`src/rtl/pipe_hazard_ctrl.sv`:
```
// Hazard and stall sequencer for a 5-stage MIPS pipeline with branches resolved in ID.
// Decodes load-use and branch-operand hazards and freezes the pipe around slow
// data-memory accesses. A stuck access ends in a sticky error state.
// Optional build macro: HAZ_PERF_EN adds saturating stall/flush/wait counters.
module pipe_hazard_ctrl #(
    parameter int unsigned MEM_TIMEOUT = 16,
    parameter int unsigned CNT_W       = 32
) (
    input  logic             clk,
    input  logic             reset,
    input  logic [4:0]       id_rs,
    input  logic [4:0]       id_rt,
    input  logic             id_use_rt,
    input  logic             id_branch,
    input  logic             id_take,
    input  logic             ex_memread,
    input  logic             ex_regwrite,
    input  logic [4:0]       ex_wreg,
    input  logic             mem_memread,
    input  logic [4:0]       mem_wreg,
    input  logic             mem_access,
    input  logic             dmem_ready,
    output logic             pc_write,
    output logic             ifid_write,
    output logic             ifid_flush,
    output logic             idex_bubble,
    output logic             exmem_write,
    output logic             memwb_write,
    output logic             dmem_req,
    output logic             hz_error
`ifdef HAZ_PERF_EN
    ,
    output logic [CNT_W-1:0] stall_cnt,
    output logic [CNT_W-1:0] flush_cnt,
    output logic [CNT_W-1:0] wait_cnt
`endif
);

    if (MEM_TIMEOUT < 2 || MEM_TIMEOUT > 255 || CNT_W < 1) begin : g_bad_param
        $error("pipe_hazard_ctrl: MEM_TIMEOUT must be 2..255 and CNT_W at least 1");
    end

    typedef enum logic [1:0] {StInit, StRun, StMemWait, StError} state_t;

    state_t     state_q, state_d;
    logic [7:0] wait_q, wait_d;
    logic       lu, bex, bmm, stall, advance;

    // Hazard terms; register 0 never creates a dependency.
    always_comb begin
        lu    = ex_memread && (ex_wreg != 5'd0) &&
                ((ex_wreg == id_rs) || (id_use_rt && (ex_wreg == id_rt)));
        bex   = id_branch && ex_regwrite && (ex_wreg != 5'd0) &&
                ((ex_wreg == id_rs) || (ex_wreg == id_rt));
        bmm   = id_branch && mem_memread && (mem_wreg != 5'd0) &&
                ((mem_wreg == id_rs) || (mem_wreg == id_rt));
        stall = lu || bex || bmm;
    end

    // State and wait-counter register.
    always_ff @(posedge clk or posedge reset) begin
        if (reset) begin
            state_q <= StInit;
            wait_q  <= 8'd0;
        end else begin
            state_q <= state_d;
            wait_q  <= wait_d;
        end
    end

    // Next state: a missing dmem_ready parks the pipe in StMemWait until it arrives or times out.
    always_comb begin
        state_d = state_q;
        wait_d  = wait_q;
        unique case (state_q)
            StInit: state_d = StRun;
            StRun: begin
                if (mem_access && !dmem_ready) begin
                    state_d = StMemWait;
                    wait_d  = 8'd0;
                end
            end
            StMemWait: begin
                if (dmem_ready) begin
                    state_d = StRun;
                    wait_d  = 8'd0;
                end else if (wait_q == 8'(MEM_TIMEOUT - 1)) begin
                    state_d = StError;
                end else begin
                    wait_d = wait_q + 8'd1;
                end
            end
            StError: state_d = StError;
            default: state_d = StInit;
        endcase
    end

    // Outputs: memory freeze beats stall, stall beats branch flush.
    always_comb begin
        pc_write    = 1'b0;
        ifid_write  = 1'b0;
        ifid_flush  = 1'b0;
        idex_bubble = 1'b0;
        exmem_write = 1'b0;
        memwb_write = 1'b0;
        dmem_req    = 1'b0;
        hz_error    = 1'b0;
        advance     = ((state_q == StRun) && (!mem_access || dmem_ready)) ||
                      ((state_q == StMemWait) && dmem_ready);
        if (state_q == StInit) begin
            ifid_flush  = 1'b1;
            idex_bubble = 1'b1;
        end
        if (state_q == StError) hz_error = 1'b1;
        dmem_req = ((state_q == StRun) && mem_access) || (state_q == StMemWait);
        if (advance) begin
            exmem_write = 1'b1;
            memwb_write = 1'b1;
            if (stall) begin
                idex_bubble = 1'b1;
            end else begin
                pc_write   = 1'b1;
                ifid_write = 1'b1;
                ifid_flush = id_take;
            end
        end
    end

`ifdef HAZ_PERF_EN
    // Saturating performance counters.
    always_ff @(posedge clk or posedge reset) begin
        if (reset) begin
            stall_cnt <= '0;
            flush_cnt <= '0;
            wait_cnt  <= '0;
        end else begin
            if (state_q == StRun && advance && stall && stall_cnt != '1)
                stall_cnt <= stall_cnt + 1'b1;
            if (state_q == StRun && ifid_flush && flush_cnt != '1)
                flush_cnt <= flush_cnt + 1'b1;
            if (state_q == StMemWait && wait_cnt != '1)
                wait_cnt <= wait_cnt + 1'b1;
        end
    end
`endif

endmodule

```
`config.mk`:
```
export PLATFORM = sky130hd
export DESIGN_NAME = pipe_hazard_ctrl
export DESIGN_NICKNAME = d
export VERILOG_FILES = /design/src/rtl/pipe_hazard_ctrl.sv
export SDC_FILE = /design/constraint.sdc
export NUM_CORES = 1
export LEC_CHECK = 0
export BUFFER_PORTS_ARGS = -buffer_cell sky130_fd_sc_hd__buf_4
export CELL_PAD_IN_SITES_DETAIL_PLACEMENT = 1
export CELL_PAD_IN_SITES_GLOBAL_PLACEMENT = 2
export CORE_ASPECT_RATIO = 1.75
export CORE_MARGIN = 3
export CORE_UTILIZATION = 26
export CTS_CLUSTER_SIZE = 25
export DETAILED_ROUTE_END_ITERATION = 10
export GPL_TIMING_DRIVEN = 0
export HOLD_SLACK_MARGIN = 0.06
export PLACE_DENSITY = 0.79
export SYNTH_ARGS = -nofsm -noshare
export SYNTH_HDL_FRONTEND = slang
export SYNTH_SLANG_ARGS = --single-unit
```
`constraint.sdc`:
```
create_clock -name clk -period 1.9 [get_ports clk]
set_clock_uncertainty 0.2 [all_clocks]
set_input_delay 0.19 -clock clk [delete_from_list [all_inputs] [get_ports clk]]
set_output_delay 0.19 -clock clk [all_outputs]
set_load 0.02 [all_outputs]
```
==> flow_metrics.env, run 1 <==
export IMPL_cts_root_buf="clkbuf_8"
export IMPL_dr_wl_met2_mm=1.80
export IMPL_gp_congestion=0.784
export IMPL_wire_per_inst_um=15.5
export IMPL_dp_hpwl_mm=2.47
export IMPL_clock_path_buffers=2
export IMPL_crit_family="compound AO/OA/AOI/OAI gates"
export IMPL_nets=186
export IMPL_ios=38
export IMPL_grt_pass1_vias=1138
export IMPL_coreArea_um2=3240
export IMPL_rsz0062_at_grt="true"
export IMPL_cts_tree="done"
export IMPL_worst_slew_pin_transition_ns=0.690
export IMPL_ys_flop_type="dfrtp_1"
export IMPL_clock_fmax_ghz=0.521
export IMPL_yosysMostFrequentCell="xor2_1"
export IMPL_htreeDepth=1
export IMPL_path_clk_slew_ns=0.05
export IMPL_ys_warn_count=0
export IMPL_via_count=993
export IMPL_ant_nets=0
export IMPL_maxSlewViolCount=0
export IMPL_async_flop_share_pct=100
export IMPL_place_area_um2=1240
export IMPL_antenna_found_initial=0
export IMPL_cts_sinks=10
export IMPL_slowest_stage="o32ai_2"
export IMPL_violations="negative setup slack"
export IMPL_setup_violations=2
export IMPL_port_buffers=37
export IMPL_drt_initial_drc_count=15
export IMPL_final_cell_area_um2=1450
export IMPL_cp_start_kind="input port"
export IMPL_p_leak_uw=0.000643
export IMPL_synth_edf_count=0
export IMPL_initial_core_util_pct=27.8
export IMPL_synth_distinct_cells=31
export IMPL_die_area_um2=4240
export IMPL_grt_max_degree=11
export IMPL_antenna_cells=0
export IMPL_ir_drop_uv=251
export IMPL_worstPathMaxFanout=3
export IMPL_detailedPlace_worstSlack_ns=-0.143
export IMPL_worst_slack_ns=-0.0188
export IMPL_path_buf_inv=3
export IMPL_hold_path_class="in -> reg"
export IMPL_ys_ff_latch=10
export IMPL_maxSlewHeadroom_pct=53.5
export IMPL_routed_wl_mm=3.06
export IMPL_grt_pass1_wl_mm=4.88
export IMPL_row_count=27
export IMPL_synth_area_top_cells="dfrtp_1 (28%), xor2_1 (23%), nor2_1 (5.8%)"
export IMPL_area_delta_synth_final_pct=60.6
export IMPL_grt_usage_pct=14.8
export IMPL_end_kind="output port"
export IMPL_p_per_area_nw_per_um2=677
export IMPL_cts_buffers=3
export IMPL_gr_total_overflow=0
export IMPL_min_period_ns=1.92
export IMPL_synth_area_leader_cell="dfrtp_1"
export IMPL_drc_errors=0
export IMPL_top_layer="met4"
export IMPL_synth_area_um2=902
export IMPL_crit_chain="buf_8 > xor2_2 > nor4_2 > a22oi_1 > o32ai_2 > nor2b_2 > buf_4 > buf_6"
export IMPL_cp_required_ns=1.51
export IMPL_slowest_delay_ns=0.33
export IMPL_fin_crit_sh_pct=101
export IMPL_fp_dieH_um=83.9
export IMPL_yosysTopAreaCellShare_pct=27.7
export IMPL_synth_cells=107
export IMPL_dr_pass1_iters=2
export IMPL_wl_met1_mm=1.01
export IMPL_worstPathArrival_ns=1.53
export IMPL_synth_seq_area_share_pct=27.7
export IMPL_drive_above_1_share_pct=44.2
export IMPL_hold_viol_final=0
export IMPL_drv_cap=0
export IMPL_die_width_um=50.5
export IMPL_syn_area_per_cell_um2=8.43
export IMPL_via_per_inst=5.04
export IMPL_clock_latency_ns=0.24
export IMPL_synth_common_cells="xor2_1 (24), nor2_1 (14), nand2_1 (11)"
export IMPL_worstSetupPathType="in -> out"
export IMPL_syn_nets=138
export IMPL_dr_wl_met3_um=162
export IMPL_outcome="complete, but fails checks"
final timing paths:
path,from,endpoint,slack [ns],cells past startpoint
worst min-delay path,dmem_ready,state_q[0],0.08,3
min in group asynchronous,reset,wait_q[5],0.31,3
worst max register to register,wait_q[0],wait_q[6],0.08,6
worst min register to register,wait_q[3],wait_q[3],0.38,1
worst max-delay path,id_rt[1],pc_write,-0.02,8
max in group asynchronous,reset,wait_q[0],0.86,3
cell type report:
type	count	area, um2
Fill cell	407	1790
Multi-Input combinational cell	92	704
Timing Repair Buffer	43	355
Sequential cell	10	254
Clock buffer	4	55.1
Tap cell	43	53.8
Buffer	2	15.0
Inverter	3	11.3
cell families (layout without fill, tap and decap cells):
logic type / count (synthesis) / count (layout) / share of synthesized area [%]
DFF: 10 / 10 / 27.7
adders and majority gates: 1 / 1 / 1.39
buffers and inverters: 5 / 52 / 2.91
AOI/OAI and AO/OA: 22 / 22 / 18.9
and+or+nand+nor: 44 / 44 / 24.8
xor gates and xnor gates: 25 / 25 / 24.3
flip-flops by register name, summed over array words and instances, names as in the netlist:
register  count
wait_q        8
state_q       2
worst reg2reg max path, stage by stage (launching register included):
cell,delay (ns)
dfrtp_2,0.44
ha_4,0.17
and3_4,0.20
a31oi_4,0.26
o2111ai_2,0.16
xor2_1,0.20
nor2_1,0.06
where the power goes:
group	internal, uW	switching [uW]	leakage, uW
logic	215	193	0.000487
clock network	183	94.6	0.0000288
registers	245	50.2	0.000127
repair_timing:
action,in CTS,in global routing
setup buffers,1,4
endpoints found under the setup margin,8,10
endpoints found under the hold margin,10,0
gates cloned,0,0
hold buffers,1,0
pin swaps,5,10
resized for setup,11,14
per-stage QoR:
stage / setup TNS (ns) / power [uW] / hold slack, ns / cells / util [%]
after global placement: -0.325 / 607 / -0.000415 / 187 / 38.2
after floorplan: 0 / 464 / -0.170 / 107 / -
after global routing: -0.397 / 1040 / 0.0911 / 197 / 44.7
final: -0.0231 / 981 / 0.0814 / 197 / 44.7
after CTS: -0.170 / 916 / 0.0831 / 193 / 42.0
after detailed placement: -0.537 / 618 / 0.00131 / 187 / 38.2
placed cells by master, fill, tap and decap left out, drive strengths merged, types with 2 or more instances in the layout:
| master | instances |
|---|---|
| or4 | 2 |
| nor2 | 15 |
| a21oi | 2 |
| nand2 | 11 |
| o21ai | 10 |
| xor2 | 24 |
| nor2b | 3 |
| nand4 | 2 |
| nor3 | 3 |
| nand2b | 2 |
| clkbuf | 4 |
| nor4 | 2 |
| dfrtp | 10 |
| buf | 44 |
| inv | 3 |
| a22oi | 2 |
routing by layer:
layer | vias to the layer above | global-route usage, %
li1 | 468 | -
met1 | 475 | 12.9
met5 | - | 0
met4 | 0 | 7.35
met2 | 41 | 30.4
met3 | 9 | 1.97
(Power assumes the default switching activity.)
==> inputs of run 2 (changes only) <==
==> config.mk (replaced) <==
export PLATFORM = sky130hd
export DESIGN_NAME = pipe_hazard_ctrl
export DESIGN_NICKNAME = d
export VERILOG_FILES = /design/src/rtl/pipe_hazard_ctrl.sv
export SDC_FILE = /design/constraint.sdc
export NUM_CORES = 1
export LEC_CHECK = 0
export ABC_AREA = 1
export BUFFER_PORTS_ARGS = -buffer_cell sky130_fd_sc_hd__buf_4
export CELL_PAD_IN_SITES_DETAIL_PLACEMENT = 1
export CELL_PAD_IN_SITES_GLOBAL_PLACEMENT = 2
export CORE_ASPECT_RATIO = 1.75
export CORE_MARGIN = 3
export CORE_UTILIZATION = 23
export CTS_CLUSTER_SIZE = 40
export DETAILED_ROUTE_END_ITERATION = 10
export GPL_TIMING_DRIVEN = 0
export HOLD_SLACK_MARGIN = 0.06
export PLACE_DENSITY = 0.77
export SYNTH_ARGS = -nofsm -noshare
export SYNTH_HDL_FRONTEND = slang
export SYNTH_SLANG_ARGS = --single-unit
==> run 2 against run 1 <==
  * The flow now finishes without violations
  * Largest power group is now the clock network
  * Sequential power fell by 18%
  * Count of clock-buffer cells in the layout unchanged
  * Non-clock buffer count increased by 3
  * Power down 31%
  * Highest routed layer unchanged
==> flow_metrics.env, run 2 <==
export IMPL_antenna_found_initial=0
export IMPL_ant_nets=0
export IMPL_clock_fmax_ghz=0.553
export IMPL_drv_cap=0
export IMPL_antenna_cells=0
export IMPL_port_buffers=37
export IMPL_worstPathArrival_ns=1.42
export IMPL_reg_largest_list="wait_q x8, state_q x2"
export IMPL_via_per_inst=4.54
export IMPL_gr_total_overflow=0
export IMPL_clock_path_buffers=2
export IMPL_synth_edf_count=0
export IMPL_async_flop_share_pct=100
export IMPL_cts_sinks=10
export IMPL_fin_util_pct=36.4
export IMPL_clock_latency_ns=0.24
export IMPL_maxSlewHeadroom_pct=72.4
export IMPL_synth_area_top_cells="dfrtp_1 (24%), nand2_1 (23%), inv_1 (12%)"
export IMPL_fp_dieH_um=94.2
export IMPL_worstPathMaxFanout=4
export IMPL_ys_ff_latch=10
export IMPL_p_leak_uw=0.000857
export IMPL_coreArea_um2=4230
export IMPL_area_delta_synth_final_pct=50.4
export IMPL_grt_busiest_layer="met2"
export IMPL_die_area_um2=5320
export IMPL_r2r_slack_ns=0.14
export IMPL_grt_usage_pct=14.2
export IMPL_synth_cells=177
export IMPL_initial_core_util_pct=24.2
export IMPL_worst_slew_pin_transition_ns=0.413
export IMPL_worst_slack_ns=0.0931
export IMPL_routed_wl_mm=3.55
export IMPL_largest_register="wait_q"
export IMPL_cts_tree="done"
export IMPL_synth_common_cells="nand2_1 (62), inv_1 (32), nor2_1 (18)"
export IMPL_grtUsageMet2_pct=30.7
export IMPL_drt_initial_drc_count=13
export IMPL_hold_viol_final=0
export IMPL_use_met1_pct=12.2
export IMPL_cts_root_buf="clkbuf_8"
export IMPL_setup_violations=0
export IMPL_synth_seq_area_share_pct=24.4
export IMPL_largest_reg_flops=8
export IMPL_min_period_ns=1.81
export IMPL_crit_top_cell="buf_6"
export IMPL_ys_warn_count=0
export IMPL_dr_pass1_iters=4
export IMPL_grt_pass1_wl_mm=5.84
export IMPL_drive_above_1_share_pct=29.1
export IMPL_htreeDepth=1
export IMPL_ios=38
export IMPL_path_clk_slew_ns=0.05
export IMPL_yosysTopAreaCellShare_pct=24.4
export IMPL_ir_drop_uv=332
export IMPL_outcome="finished, final reports clean"
export IMPL_end_kind="output port"
export IMPL_grt_max_degree=11
export IMPL_row_count=31
export IMPL_n_fill_cell=579
export IMPL_die_width_um=56.4
export IMPL_cts_buffers=3
export IMPL_wire_per_inst_um=12.9
export IMPL_cp_required_ns=1.51
export IMPL_rsz0062_at_grt="true"
export IMPL_ys_flop_type="dfrtp_1"
export IMPL_nets=259
export IMPL_crit_chain="inv_1 > a211oi_2 > o21bai_4 > buf_6 > buf_4 > buf_6"
export IMPL_slowest_delay_ns=0.42
export IMPL_via_count=1253
export IMPL_grt_pass1_vias=1338
export IMPL_synth_distinct_cells=24
export IMPL_drc_errors=0
export IMPL_hold_path_class="in -> reg"
export IMPL_detailedPlace_worstSlack_ns=0.0204
export IMPL_power_total_uw=677
export IMPL_syn_nets=208
export IMPL_slowest_stage="dfrtp_2"
export IMPL_synth_area_leader_cell="dfrtp_1"
export IMPL_layout_commonest_cell="nand2_1"
export IMPL_dp_hpwl_mm=3.01
export IMPL_layout_common_cells="nand2_1 (61), buf_4 (43), inv_1 (31)"
export IMPL_grt_util_met3_pct=1.51
export IMPL_yosysMostFrequentCell="nand2_1"
export IMPL_worstSetupPathType="reg -> out"
export IMPL_gp_congestion=0.760
export IMPL_cp_start_kind="flip-flop"
export IMPL_maxSlewViolCount=0
export IMPL_p_per_area_nw_per_um2=440
export IMPL_fin_crit_sh_pct=95.1
export IMPL_synth_area_um2=1020
export IMPL_syn_area_per_cell_um2=5.78
export IMPL_setup_tns_ns=0
-- run 2: cell type report --
cell class                      count  area, um2  share of cell area, %
Inverter                           35        134                   8.70
Multi-Input combinational cell    130        661                   42.9
Timing Repair Buffer               47        369                   24.0
Buffer                              1       7.51                  0.488
Sequential cell                    10        251                   16.3
Clock buffer                        4       55.1                   3.58
Tap cell                           49       61.3                   3.98
-- run 2: what timing repair did --
item	4_1_cts	5_1_grt
setup endpoints to repair	5	10
hold buffers	2	0
resized for setup	3	9
endpoints found under the hold margin	11	0
pin swaps	1	7
setup buffers	3	5
-- run 2: path summary, 6_finish.rpt --
check                      startpoint           to  cells past startpoint
setup / recovery           state_q[0]  memwb_write                      6
hold / removal             mem_access   state_q[1]                      3
setup reg to reg            wait_q[0]    wait_q[3]                      9
hold reg to reg             wait_q[3]    wait_q[3]                      1
max in group asynchronous       reset   state_q[0]                      3
min in group asynchronous       reset    wait_q[3]                      3
-- run 2: metal layers --
layer  vias to the layer above  routed length (um)
li1                        640                   -
met1                       585                1150
met2                        21                2220
met3                         7                 125
met4                         0                  62
met5                         -                   0
-- run 2: report_power, final --
part           leakage, uW  total, uW  switching, uW  internal, uW
Clock            0.0000288        276           92.7           183
Combinational     0.000702        160           76.8          83.0
Sequential        0.000127        242           17.4           225
Total             0.000857        677            187           491
-- run 2: critical path: cells and delay by family (launching register included) --
| family | cells | cell delay, ns |
|---|---|---|
| AOI/OAI and AO/OA | 2 | 0.27 |
| DFF | 1 | 0.42 |
| buffers and inverters | 4 | 0.49 |
-- run 2: through the flow --
stage	hold slack (ns)	instances	instance area, um2
6_report	0.0760	276	1540
5_1_grt	0.114	276	1540
4_1_cts	0.0767	272	1480
3_5_place_dp	0.00890	263	1370
3_3_place_gp	0.0123	263	1370
2_1_floorplan	-0.170	177	1030
-- run 2: logic make-up after synthesis --
kind of cell	count (synthesis)	share of synthesized area, %
AO/OA/AOI/OAI	17	9.90
adder cells (fa/ha/maj)	1	1.22
buffers and inverters	37	14.5
AND/OR/NAND/NOR	104	43.0
flip-flops	10	24.4
XOR/XNOR	8	6.85
==> inputs of run 3 (changes only) <==
==> config.mk (replaced) <==
export PLATFORM = sky130hd
export DESIGN_NAME = pipe_hazard_ctrl
export DESIGN_NICKNAME = d
export VERILOG_FILES = /design/src/rtl/pipe_hazard_ctrl.sv
export SDC_FILE = /design/constraint.sdc
export NUM_CORES = 1
export LEC_CHECK = 0
export ABC_AREA = 1
export BUFFER_PORTS_ARGS = -buffer_cell sky130_fd_sc_hd__buf_4
export CORE_MARGIN = 3
export CORE_UTILIZATION = 49
export CTS_CLUSTER_SIZE = 40
export DETAILED_ROUTE_END_ITERATION = 10
export GPL_TIMING_DRIVEN = 0
export HOLD_SLACK_MARGIN = 0.06
export PLACE_DENSITY = 0.8
export SYNTH_ARGS = -nofsm -noshare
export SYNTH_HDL_FRONTEND = slang
export SYNTH_SLANG_ARGS = --single-unit
==> run 3 against run 2 <==
  * The flow now finishes with violations (negative setup slack)
  * Maximum frequency decreased by 6.2%
  * Combinational power increased by 16%
  * Cell area decreased by 3.9%
  * Flip-flop and latch count unchanged
  * Cell count decreased by 9.1%
  * Hold slack improved by 0.045 ns
  * Sequential share of layout area increased by 0.66 points
  * Sequential power decreased by 4%
  * Power decreased by 9.0%
  * Utilization increased by 44 points
  * Critical endpoint is now pc_write
  * Highest routed layer unchanged
==> flow_metrics.env, run 3 (same netlist as run 2, synthesis figures left out) <==
export IMPL_worstPathMaxFanout=4
export IMPL_nets=258
export IMPL_via_count=1284
export IMPL_largest_register="wait_q"
export IMPL_whs_ns=0.121
export IMPL_finalNonFillerCells=251
export IMPL_fin_crit_sh_pct=101
export IMPL_outcome="complete, but fails checks"
export IMPL_grt_usage_pct=23.6
export IMPL_wire_per_inst_um=11.9
export IMPL_cts_sinks=10
export IMPL_hold_path_class="in -> reg"
export IMPL_cts_tree="done"
export IMPL_worst_slew_pin_transition_ns=0.421
export IMPL_maxSlewViolCount=0
export IMPL_dr_wl_met2_mm=1.58
export IMPL_initial_core_util_pct=55.6
export IMPL_cp_required_ns=1.51
export IMPL_cts_buffers=3
export IMPL_r2r_cells=9
export IMPL_coreArea_um2=1840
export IMPL_reg_largest_list="wait_q x8, state_q x2"
export IMPL_p_leak_uw=0.000843
export IMPL_worstSetupPathType="reg -> out"
export IMPL_grt_pass1_vias=1217
export IMPL_detailedPlace_worstSlack_ns=0.106
export IMPL_dr_pass1_iters=4
export IMPL_end_kind="output port"
export IMPL_gp_congestion=0.841
export IMPL_grt_pass1_wl_mm=4.79
export IMPL_setup_violations=1
export IMPL_clock_fmax_ghz=0.519
export IMPL_wl_met1_mm=1.15
export IMPL_slowest_delay_ns=0.41
export IMPL_area_delta_synth_final_pct=44.5
export IMPL_drc_errors=0
export IMPL_fin_util_pct=80.4
export IMPL_worstPathArrival_ns=1.54
export IMPL_routed_wl_mm=3.00
export IMPL_worst_slack_ns=-0.0257
export IMPL_min_period_ns=1.93
export IMPL_setup_tns_ns=-0.0257
export IMPL_crit_chain="buf_4 > nor2_4 > inv_2 > o21bai_4 > inv_2 > nor2_4 > buf_6 > buf_6"
export IMPL_ios=38
export IMPL_n_fill_cell=136
export IMPL_cts_root_buf="clkbuf_4"
export IMPL_hold_end="state_q[0]"
export IMPL_clock_path_buffers=2
export IMPL_maxSlewHeadroom_pct=71.9
export IMPL_slowest_stage="dfrtp_2"
export IMPL_drt_initial_drc_count=60
export IMPL_r2r_start="wait_q[0]"
export IMPL_dr_wl_met3_um=184
export IMPL_die_area_um2=2670
export IMPL_rsz0062_at_grt="true"
export IMPL_r2r_slack_ns=0.12
export IMPL_dp_hpwl_mm=2.26
export IMPL_via_per_inst=5.12
export IMPL_ant_nets=0
export IMPL_grt_max_degree=11
export IMPL_cp_start_kind="flip-flop"
export IMPL_drive_above_1_share_pct=27.4
export IMPL_die_width_um=51.7
export IMPL_htreeDepth=1
export IMPL_hold_viol_final=0
export IMPL_whs_path_depth=4
export IMPL_drv_cap=0
export IMPL_rr_endpoint="wait_q[3]"
export IMPL_gr_total_overflow=0
export IMPL_largest_reg_flops=8
export IMPL_p_per_area_nw_per_um2=417
export IMPL_port_buffers=37
export IMPL_row_count=15
export IMPL_fp_dieH_um=51.7
export IMPL_antenna_found_initial=0
export IMPL_path_clk_slew_ns=0.07
export IMPL_violations="negative setup slack"
export IMPL_layout_common_cells="nand2_1 (62), buf_4 (40), inv_1 (31)"
export IMPL_post_place_cells=239
export IMPL_top_layer="met4"
export IMPL_antenna_cells=0
export IMPL_min_from="mem_access"
export IMPL_ir_drop_uv=338
export IMPL_clock_latency_ns=0.27
export IMPL_layout_commonest_cell="nand2_1"
==> run 3: changes by cell type in the layout (fill, tap and decap cells not counted), moves of 2 or more <==
cell / before / now
buf_4: 43 / 40
clkbuf_8: 4 / 1
nor2_2: 2 / 0
clkbuf_4: 0 / 3
==> run 3: what timing repair did <==
action / CTS / global route
pin swaps: 3 / 2
buffers inserted: 4 / 1
hold buffers: 3 / 0
endpoints found under the setup margin: 5 / 9
resized for setup: 3 / 7
hold endpoints to repair: 11 / 0
==> run 3: power by group <==
group / internal [uW] / switching [uW]
Sequential: 224 / 9.39
Clock: 116 / 81.1
Combinational: 94.9 / 90.4
Total: 435 / 181
==> run 3: worst max path at each step <==
stage | from | endpoint | slack (ns)
after detailed placement | state_q[0] | pc_write | 0.11
after CTS | state_q[0] | pc_write | 0.008
after global placement | state_q[0] | pc_write | 0.12
after global routing | state_q[1] | pc_write | -0.10
after floorplan | state_q[0] | pc_write | 0.04
final | state_q[0] | pc_write | -0.03
==> run 3: cell type report <==
class	count	area [um2]	area share [%]
Buffer	2	18.8	1.27
Clock buffer	4	36.3	2.45
Sequential cell	10	251	17.0
Multi-Input combinational cell	130	651	44.0
Inverter	35	134	9.05
Timing Repair Buffer	45	357	24.1
Tap cell	25	31.3	2.12
==> run 3: critical path: cells and delay by family, from the launching register on <==
| kind | cells | cell delay, ns |
|---|---|---|
| buffers and inverters | 5 | 0.49 |
| AO/OA/AOI/OAI | 1 | 0.16 |
| flip-flops | 1 | 0.41 |
| AND/OR/NAND/NOR | 2 | 0.21 |
==> run 3: per-stage QoR <==
stage / total power [uW] / area, um2
3_3_place_gp: 385 / 1340
4_1_cts: 582 / 1450
6_report: 616 / 1480
2_1_floorplan: 311 / 1030
5_1_grt: 646 / 1480
3_5_place_dp: 390 / 1340
==> run 3: routing by layer <==
layer  vias up  GRT usage, %
met5         -             0
met4         0          10.0
met3        10          4.01
met2        56          47.7
met1       578          22.8
li1        640             -
